**config.mk**
```make
export PLATFORM = sky130hd
export DESIGN_NAME = l2_param_array_flat
export DESIGN_NICKNAME = d
export VERILOG_FILES = /design/src/rtl/l2_param_array_if.sv /design/src/rtl/l2_param_array.sv /design/src/flat_wrapper.sv
export SDC_FILE = /design/constraint.sdc
export NUM_CORES = 2
export LEC_CHECK = 0
export CORE_ASPECT_RATIO = 1.25
export CORE_MARGIN = 8
export CORE_UTILIZATION = 50
export CTS_CLUSTER_DIAMETER = 50
export DETAILED_ROUTE_END_ITERATION = 8
export PLACE_DENSITY_LB_ADDON = 0.08
export SETUP_SLACK_MARGIN = 0.3
export SLEW_MARGIN = 40
export SYNTH_ARGS = -nofsm -noshare
export SYNTH_HDL_FRONTEND = slang
export SYNTH_SLANG_ARGS = --single-unit
```
**constraint.sdc**
```tcl
create_clock -name clk -period 2.4 [get_ports clk]
set_clock_uncertainty 0.2 [all_clocks]
set_input_delay 0.24 -clock clk [delete_from_list [all_inputs] [get_ports clk]]
set_output_delay 0.24 -clock clk [all_outputs]
set_load 0.1 [all_outputs]
```
**src/rtl/l2_param_array_if.sv**
```systemverilog
// Controller-to-way bundle for one L2 way storage array.
// Master is the L2 controller, slave is the array.
interface l2_param_array_if #(
    parameter int WIDTH = 128,
    parameter int DEPTH = 16
);
    localparam int IDX_W = $clog2(DEPTH);
    localparam int BYTES = WIDTH / 8;

    logic             req_valid;
    logic             req_ready;
    logic             req_write;
    logic             req_inval;
    logic [IDX_W-1:0] index;
    logic [BYTES-1:0] byte_en;
    logic [WIDTH-1:0] datain;
    logic             dirty_in;
    logic             clear_req;
    logic             rdata_valid;
    logic [WIDTH-1:0] dataout;
    logic             valid_out;
    logic             dirty_out;

    modport master (
        output req_valid, req_write, req_inval, index,
        output byte_en, datain, dirty_in, clear_req,
        input  req_ready, rdata_valid, dataout,
        input  valid_out, dirty_out
    );

    modport slave (
        input  req_valid, req_write, req_inval, index,
        input  byte_en, datain, dirty_in, clear_req,
        output req_ready, rdata_valid, dataout,
        output valid_out, dirty_out
    );
endinterface

```
**src/rtl/l2_param_array.sv**
```systemverilog
// One L2 way: byte-enable line storage with valid/dirty bits,
// registered reads and a sequential clear sweep.
module l2_param_array #(
    parameter int WIDTH = 128,
    parameter int DEPTH = 16
) (
    input logic               clk,
    input logic               rst_n,
    l2_param_array_if.slave   bus
);
    localparam int IDX_W = $clog2(DEPTH);
    localparam int BYTES = WIDTH / 8;

    typedef enum logic {
        CLEAR,
        READY
    } state_e;

    state_e           state_q, state_d;
    logic [IDX_W-1:0] clr_cnt_q, clr_cnt_d;

    logic [WIDTH-1:0] mem_q [DEPTH];
    logic [DEPTH-1:0] valid_q;
    logic [DEPTH-1:0] dirty_q;

    logic             rdata_valid_q;
    logic [WIDTH-1:0] dataout_q;
    logic             valid_out_q;
    logic             dirty_out_q;

    logic accept;
    logic rd_en;
    logic wr_en;
    logic inv_en;
    logic clr_en;

    assign bus.req_ready = (state_q == READY);
    assign accept        = bus.req_valid & bus.req_ready;
    assign inv_en        = accept & bus.req_inval;
    assign wr_en         = accept & ~bus.req_inval & bus.req_write;
    assign rd_en         = accept & ~bus.req_inval & ~bus.req_write;
    assign clr_en        = (state_q == CLEAR);

    always_comb begin
        state_d   = state_q;
        clr_cnt_d = clr_cnt_q;
        unique case (state_q)
            CLEAR: begin
                clr_cnt_d = clr_cnt_q + IDX_W'(1);
                if (clr_cnt_q == IDX_W'(DEPTH - 1)) begin
                    state_d = READY;
                end
            end
            READY: begin
                if (bus.clear_req) begin
                    state_d   = CLEAR;
                    clr_cnt_d = '0;
                end
            end
            default: begin
                state_d = CLEAR;
            end
        endcase
    end

    // Storage has no reset of its own; the sweep is what initialises it.
    always_ff @(posedge clk) begin
        if (clr_en) begin
            mem_q[clr_cnt_q]   <= '0;
            valid_q[clr_cnt_q] <= 1'b0;
            dirty_q[clr_cnt_q] <= 1'b0;
        end else if (wr_en) begin
            for (int b = 0; b < BYTES; b++) begin
                if (bus.byte_en[b]) begin
                    mem_q[bus.index][8*b +: 8] <= bus.datain[8*b +: 8];
                end
            end
            valid_q[bus.index] <= 1'b1;
            dirty_q[bus.index] <= bus.dirty_in;
        end else if (inv_en) begin
            valid_q[bus.index] <= 1'b0;
            dirty_q[bus.index] <= 1'b0;
        end
    end

    always_ff @(posedge clk) begin
        if (!rst_n) begin
            state_q       <= CLEAR;
            clr_cnt_q     <= '0;
            rdata_valid_q <= 1'b0;
            dataout_q     <= '0;
            valid_out_q   <= 1'b0;
            dirty_out_q   <= 1'b0;
        end else begin
            state_q       <= state_d;
            clr_cnt_q     <= clr_cnt_d;
            rdata_valid_q <= rd_en;
            if (rd_en) begin
                dataout_q   <= mem_q[bus.index];
                valid_out_q <= valid_q[bus.index];
                dirty_out_q <= dirty_q[bus.index];
            end
        end
    end

    assign bus.rdata_valid = rdata_valid_q;
    assign bus.dataout     = dataout_q;
    assign bus.valid_out   = valid_out_q;
    assign bus.dirty_out   = dirty_out_q;
endmodule

```
**src/flat_wrapper.sv**
```systemverilog
// flat-port wrapper written by rule: the top's interface ports become plain ports
module l2_param_array_flat 
#(
    parameter int WIDTH = 128,
    parameter int DEPTH = 16
)
  (clk, rst_n, bus_req_valid, bus_req_write, bus_req_inval, bus_index, bus_byte_en, bus_datain, bus_dirty_in, bus_clear_req, bus_req_ready, bus_rdata_valid, bus_dataout, bus_valid_out, bus_dirty_out);
  l2_param_array_if #(.WIDTH(WIDTH), .DEPTH(DEPTH)) bus_i ();
  input logic clk;
  input logic rst_n;
  input wire logic [$bits(bus_i.req_valid)-1:0] bus_req_valid;
  input wire logic [$bits(bus_i.req_write)-1:0] bus_req_write;
  input wire logic [$bits(bus_i.req_inval)-1:0] bus_req_inval;
  input wire logic [$bits(bus_i.index)-1:0] bus_index;
  input wire logic [$bits(bus_i.byte_en)-1:0] bus_byte_en;
  input wire logic [$bits(bus_i.datain)-1:0] bus_datain;
  input wire logic [$bits(bus_i.dirty_in)-1:0] bus_dirty_in;
  input wire logic [$bits(bus_i.clear_req)-1:0] bus_clear_req;
  output wire logic [$bits(bus_i.req_ready)-1:0] bus_req_ready;
  output wire logic [$bits(bus_i.rdata_valid)-1:0] bus_rdata_valid;
  output wire logic [$bits(bus_i.dataout)-1:0] bus_dataout;
  output wire logic [$bits(bus_i.valid_out)-1:0] bus_valid_out;
  output wire logic [$bits(bus_i.dirty_out)-1:0] bus_dirty_out;
  assign bus_i.req_valid = bus_req_valid;
  assign bus_i.req_write = bus_req_write;
  assign bus_i.req_inval = bus_req_inval;
  assign bus_i.index = bus_index;
  assign bus_i.byte_en = bus_byte_en;
  assign bus_i.datain = bus_datain;
  assign bus_i.dirty_in = bus_dirty_in;
  assign bus_i.clear_req = bus_clear_req;
  assign bus_req_ready = bus_i.req_ready;
  assign bus_rdata_valid = bus_i.rdata_valid;
  assign bus_dataout = bus_i.dataout;
  assign bus_valid_out = bus_i.valid_out;
  assign bus_dirty_out = bus_i.dirty_out;
  l2_param_array #(.WIDTH(WIDTH), .DEPTH(DEPTH)) u_core (.clk(clk), .rst_n(rst_n), .bus(bus_i));
endmodule
```
# Yosys cells after proc, flatten, opt, wreduce, memory -nomap -nowiden
# Memory sizes are Yosys's and may differ from the RTL's. A register that Yosys moved wholly into a read port is not among the register bits.
# Cells that the tools add are included.
[op_classes] n_addsub=1 n_mul=0 n_div=0 n_lt_le_gt_ge=4 n_eq_ne=3 shifts=0 mux=88 bitwise=15 n_reduce_logical=4
[ops] cell="2-to-1 mux 128 bit" n=1
[ops] cell="OR reduction 128 bit" n=1
[ops] cell="2-to-1 mux 16 bit" n=7
[ops] cell="2-to-1 mux 1 bit" n=71
[ops] cell="bitwise AND 16 bit" n=4
[ops] cell="NOT 16 bit" n=2
[ops] cell="bitwise mux 16 bit" n=1
[ops] cell="bitwise OR 16 bit" n=1
[ops] cell="< comparator 4 x 5 -> 1 bit, second input constant" n=2
[ops] cell="binary-select mux 1 bit (select 4 bit)" n=2
[ops] cell="demux 1 bit (select 4 bit)" n=2
[ops] cell=">= comparator 4 x 1 -> 1 bit, second input constant" n=2
[ops] cell="2-to-1 mux 4 bit" n=2
[ops] cell="case mux 4 bit (2 select lines)" n=1
[ops] cell="bitwise AND 1 bit" n=5
[ops] cell="adder 4 x 1 -> 4 bit, second input constant" n=1
[ops] cell="== test 4 bit, second input constant" n=1
[ops] cell="inequality test 3 bit, second input constant" n=1
[ops] cell="NOT 1 bit" n=3
[ops] cell="logical AND 1 bit" n=2
[ops] cell="inequality test 2 bit, second input constant" n=1
[ops] cell="case mux 1 bit (2 select lines)" n=1
[ops] cell="zero test 1 bit" n=1
[word_totals] register_bits=40 latchBits=0 mem_bits_rw=2048 rom_bits=0 in_bits=155 out_inout_bits=132 word_cells=123 memories=1
[memory_table] name="u_core.mem_q" depth=16 word_bits=128 read_ports=1 rd_ports_with_merged_regs=1 wr=1 line_no="l2_param_array.sv:22" source="logic [WIDTH-1:0] mem_q [DEPTH];"

# Longest topological paths before layout
[logic_depth] word_depth=9 depth_mapped=9

# Worst setup path after synthesis
# Ideal clock, no wire load.
[synth_timing] kind="reg-to-reg" start="register u_core.state_q, in the netlist u_core.bus.req_ready" end="memory u_core.mem_q[15][100] (enable)" t_arrival_ps=2641 t_required_ps=1825 setup_slack_ps=-816 stages_incl_launch_ff=7 n_path_buf=3 period_less_slack_ps=3216 path_cell_list="dfxtp_1 > and4b_1 > clkbuf_1 > clkbuf_1 > nand3_1 > clkbuf_1 > a21oi_1"
[synth_via] elab_chain_cells=8 word_cells_on_any_way=55 cone_classes="51 x mux; 3 x bitwise; 1 x reduce/logical"
[synth_lines] item="start, declared" line_no="l2_param_array.sv:19" source="state_e state_q, state_d;"
[synth_lines] item="start signal, assigned" line_no="l2_param_array.sv:95" source="state_q <= state_d;"
[synth_lines] item="bitwise AND 1 bit" line_no="l2_param_array.sv:38" source="assign accept = bus.req_valid & bus.req_ready;"
[synth_lines] item="bitwise AND 1 bit (2 in series)" line_no="l2_param_array.sv:40" source="assign wr_en = accept & ~bus.req_inval & bus.req_write;"
[synth_lines] item="2-to-1 mux 1 bit" line_no="l2_param_array.sv:72" source="end else if (wr_en) begin"
[synth_lines] item="2-to-1 mux 1 bit" line_no="l2_param_array.sv:68" source="if (clr_en) begin"
[synth_lines] item="2-to-1 mux 1 bit (not written as such)" line_no="l2_param_array.sv:75" source="mem_q[bus.index][8*b +: 8] <= bus.datain[8*b +: 8];"
[synth_lines] item="OR reduction 128 bit (no line)"
[synth_lines] item="2-to-1 mux 4 bit (no line) or 2-to-1 mux 16 bit (tied branches)"
[synth_lines] item="end, declared" line_no="l2_param_array.sv:22"
# Parallel ways exist; a longest one is shown, timed or not.

# Worst setup path after layout
[layout_timing] start="register u_core.state_q, in the netlist u_core.bus.req_ready" end="memory u_core.mem_q[12][91] (enable)"
# Same word-level chain as after synthesis.

==> impl_metrics.json <==
{
  "ff_latch_area_sq_um": 65190,
  "drt-pass1-iter-count": 5,
  "max_cap_viol_count": 0,
  "clk_latency_ns": 0.85,
  "critical_path_class": "reg2reg",
  "synth_area_leaders": "edfxtp_1 (72%), mux2i_1 (9.0%), mux4_2 (3.4%)",
  "clk_pin_slew_worst_paths_ns": 0.06,
  "start_util_pct": 50.19,
  "cts_buffers": 207,
  "rows": 171,
  "status": "finished, final reports clean",
  "p_total_uw": 79480,
  "p_leak_uw": 0.04277,
  "cts-root-buf": "clkbuf_16",
  "reg2regPathDepth": 7,
  "die_y_microns": 482.3,
  "vias_per_cell": 6.053,
  "placed_cells": 8033,
  "final_common_cell": "edfxtp_1",
  "fmax_mhz": 417.6,
  "multi_input_area_sq_um": 22030,
  "die_area_sq_um": 187600,
  "worst_path_most_repeated_cell": "buf_6",
  "hold_start": "bus_index[2]",
  "gr-total-overflow": 0,
  "grt_max_degree": 107,
  "holdPathStages": 6,
  "dpl_cell_area_sq_um": 101900,
  "mostFrequentLayoutCells": "edfxtp_1 (2,080), mux2i_1 (780), buf_4 (521)",
  "grt_pass1_vias": 51450,
  "avgSynthCellArea_sq_um": 17.07,
  "nets": 6241,
  "grt_usage_pct": 26.41,
  "ys_seq_elements": 2216,
  "fin_crit_ns": 2.394,
  "h-tree-depth": 4,
  "fin_cells": 8509,
  "crit_slowest_cell": "or3_4",
  "synth_edf_count": 2080,
  "start_kind": "register",
  "dr_total_vias": 51500,
  "tns_ns": 0,
  "area_delta_synth_final_pct": 28.07,
  "slew_violations": 0,
  "synth_cells": 5094,
  "path_cells": "nand4b_1 -> buf_6 -> buf_6 -> or3_4 -> buf_12 -> a21oi_4 -> buf_6",
  "synth_top_area_share_pct": 71.81,
  "reg2reg_slack_ns": 0.006,
  "slowest_delay_ns": 0.47,
  "grt_antenna_before_repair": 6,
  "synthArstFlopShare_pct": 0,
  "relSlewSlack_pct": 51.78,
  "drt-total-wl_microns": 254100,
  "crit_path_end_kind": "register",
  "min_to": "u_core.dirty_q[1]$_DFFE_PP_",
  "syn_area_sq_um": 86980,
  "ant_nets": 0,
  "drive_gt1_share_pct": 27.90,
  "stdcell_area_sq_um": 111400,
  "post-dp-hpwl_microns": 163600,
  "hold_viol": 0,
  "drc": 0,
  "required_ns": 2.73,
  "grt_pass1_wl_microns": 360900,
  "vdd_drop_max_uv": 536.9,
  "fill_cells": 12180,
  "cts_num_sinks": 2216,
  "io_pins": 287,
  "powerDensity_nw_per_um2": 713.5,
  "crit_fanout": 8,
  "rsz0062_at_grt": "yes",
  "synth_warnings": 0,
  "cts_tree": "built",
  "tightest_slew_ns": 0.7233,
  "routedWlPerCell_microns": 29.86,
  "yosysUniqueCellTypes": 54,
  "reg2reg_from": "u_core.bus.req_ready$_SDFF_PN0_",
  "syn-num-nets": 5253,
  "r2r_end": "u_core.mem_q[12][91]$_DFFE_PP_",
  "arrival_ns": 2.73,
  "io_buffer_count": 286,
  "hold_path_class": "in2reg",
  "synthFlopType": "edfxtp_1",
  "dieWidth_microns": 389.1,
  "synth-seq-area-share_pct": 74.94,
  "core_area_sq_um": 173300,
  "clockBufferDepth": 3,
  "finalSetupViolCount": 0,
  "gp_congestion": 0.8383,
  "first_iter_violations": 4959,
  "min_period_over_period_pct": 99.77,
  "yosysTopAreaCell": "edfxtp_1"
}
cell usage after synthesis, drive strengths merged, types with 2 or more instances:
| cell type | number |
|---|---|
| nand3 | 38 |
| ha | 4 |
| o22ai | 260 |
| o21ai | 313 |
| nand4b | 5 |
| a31oi | 131 |
| dfxtp | 136 |
| and3 | 131 |
| nor3 | 2 |
| nor4 | 4 |
| nand3b | 2 |
| a31o | 7 |
| nor2 | 150 |
| inv | 3 |
| a221oi | 130 |
| a2bb2oi | 4 |
| mux2 | 2 |
| o2111ai | 6 |
| o21a | 7 |
| nand2 | 27 |
| or3 | 15 |
| nor2b | 6 |
| nand4 | 2 |
| edfxtp | 2080 |
| or4b | 4 |
| a21o | 3 |
| mux2i | 780 |
| a21oi | 276 |
| clkbuf | 221 |
| nand2b | 21 |
| mux4 | 130 |
| buf | 178 |
| and2 | 4 |
logic make-up (layout without fill, tap and decap cells):
kind of cell	count (synthesis)	count (layout)	share of synthesized area, %
AOI/OAI and AO/OA	1142	1142	7.952
adders and majority gates	4	4	0.05754
buffers and inverters	403	1566	2.178
DFF	2216	2216	74.94
muxes	912	912	12.37
other	0	3	0
and+or+nand+nor	417	417	2.504
state kept, by name (all words and copies together), names as in the netlist, named ones only:
register,cells
u_core.bus.dataout,128
u_core.dirty_q,16
u_core.bus.rdata_valid,1
u_core.bus.req_ready,1
u_core.clr_cnt_q,4
u_core.bus.dirty_out,1
u_core.mem_q,2048
u_core.bus.valid_out,1
power by group:
part	internal, uW	switching (uW)
Clock	18600	14000
Sequential	42400	196
Combinational	1950	2270
Total	63000	16500
layer usage:
metal	track usage [%]	share of wire (%)	wire, microns
met1	36.63	42	105500
met2	42.61	47	120400
met3	5.004	7.9	20030
met4	8.361	3.2	8124
met5	0	0	0
layout make-up:
cell class,instances,share of cell area [%]
antenna,3,0.006739
clock buffer,279,5.177
clock inverter,105,0.8918
inverter,4,0.02022
multi-input combinational,2475,19.77
sequential,2216,58.52
tap,2249,2.526
timing repair buffer,1178,13.09
critical path, delay by kind of cell (launching register included):
kind	cells	cell delay, ns
buf+inv	4	0.71
compound gates	1	0.18
simple gates	2	0.60
flops	1	0.36
through the flow:
| step | worst slack (ns) | util [%] | hold slack [ns] |
|---|---|---|---|
| detailed placement | -0.9069 | 58.79 | 0.3316 |
| finish | 0.005609 | 64.28 | 0.04466 |
| CTS | 0.05880 | 63.68 | -0.01436 |
| global route | 0.004317 | 64.28 | 0.03658 |
| floorplan | -0.1706 | - | 0.2720 |
| global placement | -0.9050 | 58.79 | 0.3353 |
how the worst max path moves through the flow:
stage	from	end	slack (ns)	cells past startpoint
final	u_core.bus.req_ready$_SDFF_PN0_	u_core.mem_q[12][91]$_DFFE_PP_	0.006	7
after global routing	u_core.bus.req_ready$_SDFF_PN0_	u_core.mem_q[12][91]$_DFFE_PP_	0.004	7
after CTS	u_core.bus.req_ready$_SDFF_PN0_	u_core.mem_q[1][10]$_DFFE_PP_	0.06	8
after detailed placement	bus_byte_en[11]	u_core.mem_q[1][4]$_DFFE_PP_	-0.91	10
after global placement	bus_byte_en[9]	u_core.mem_q[1][4]$_DFFE_PP_	-0.91	10
after floorplan	u_core.bus.req_ready$_SDFF_PN0_	u_core.mem_q[10][48]$_DFFE_PP_	-0.17	6
timing repair:
action	CTS	global route
hold endpoints to repair	177	0
pin swaps	23	18
endpoints found under the setup margin	2077	3367
hold buffers	30	0
setup buffers	32	11
resized for setup	155	166
cloned	12	4
(Power assumes the default switching activity.)
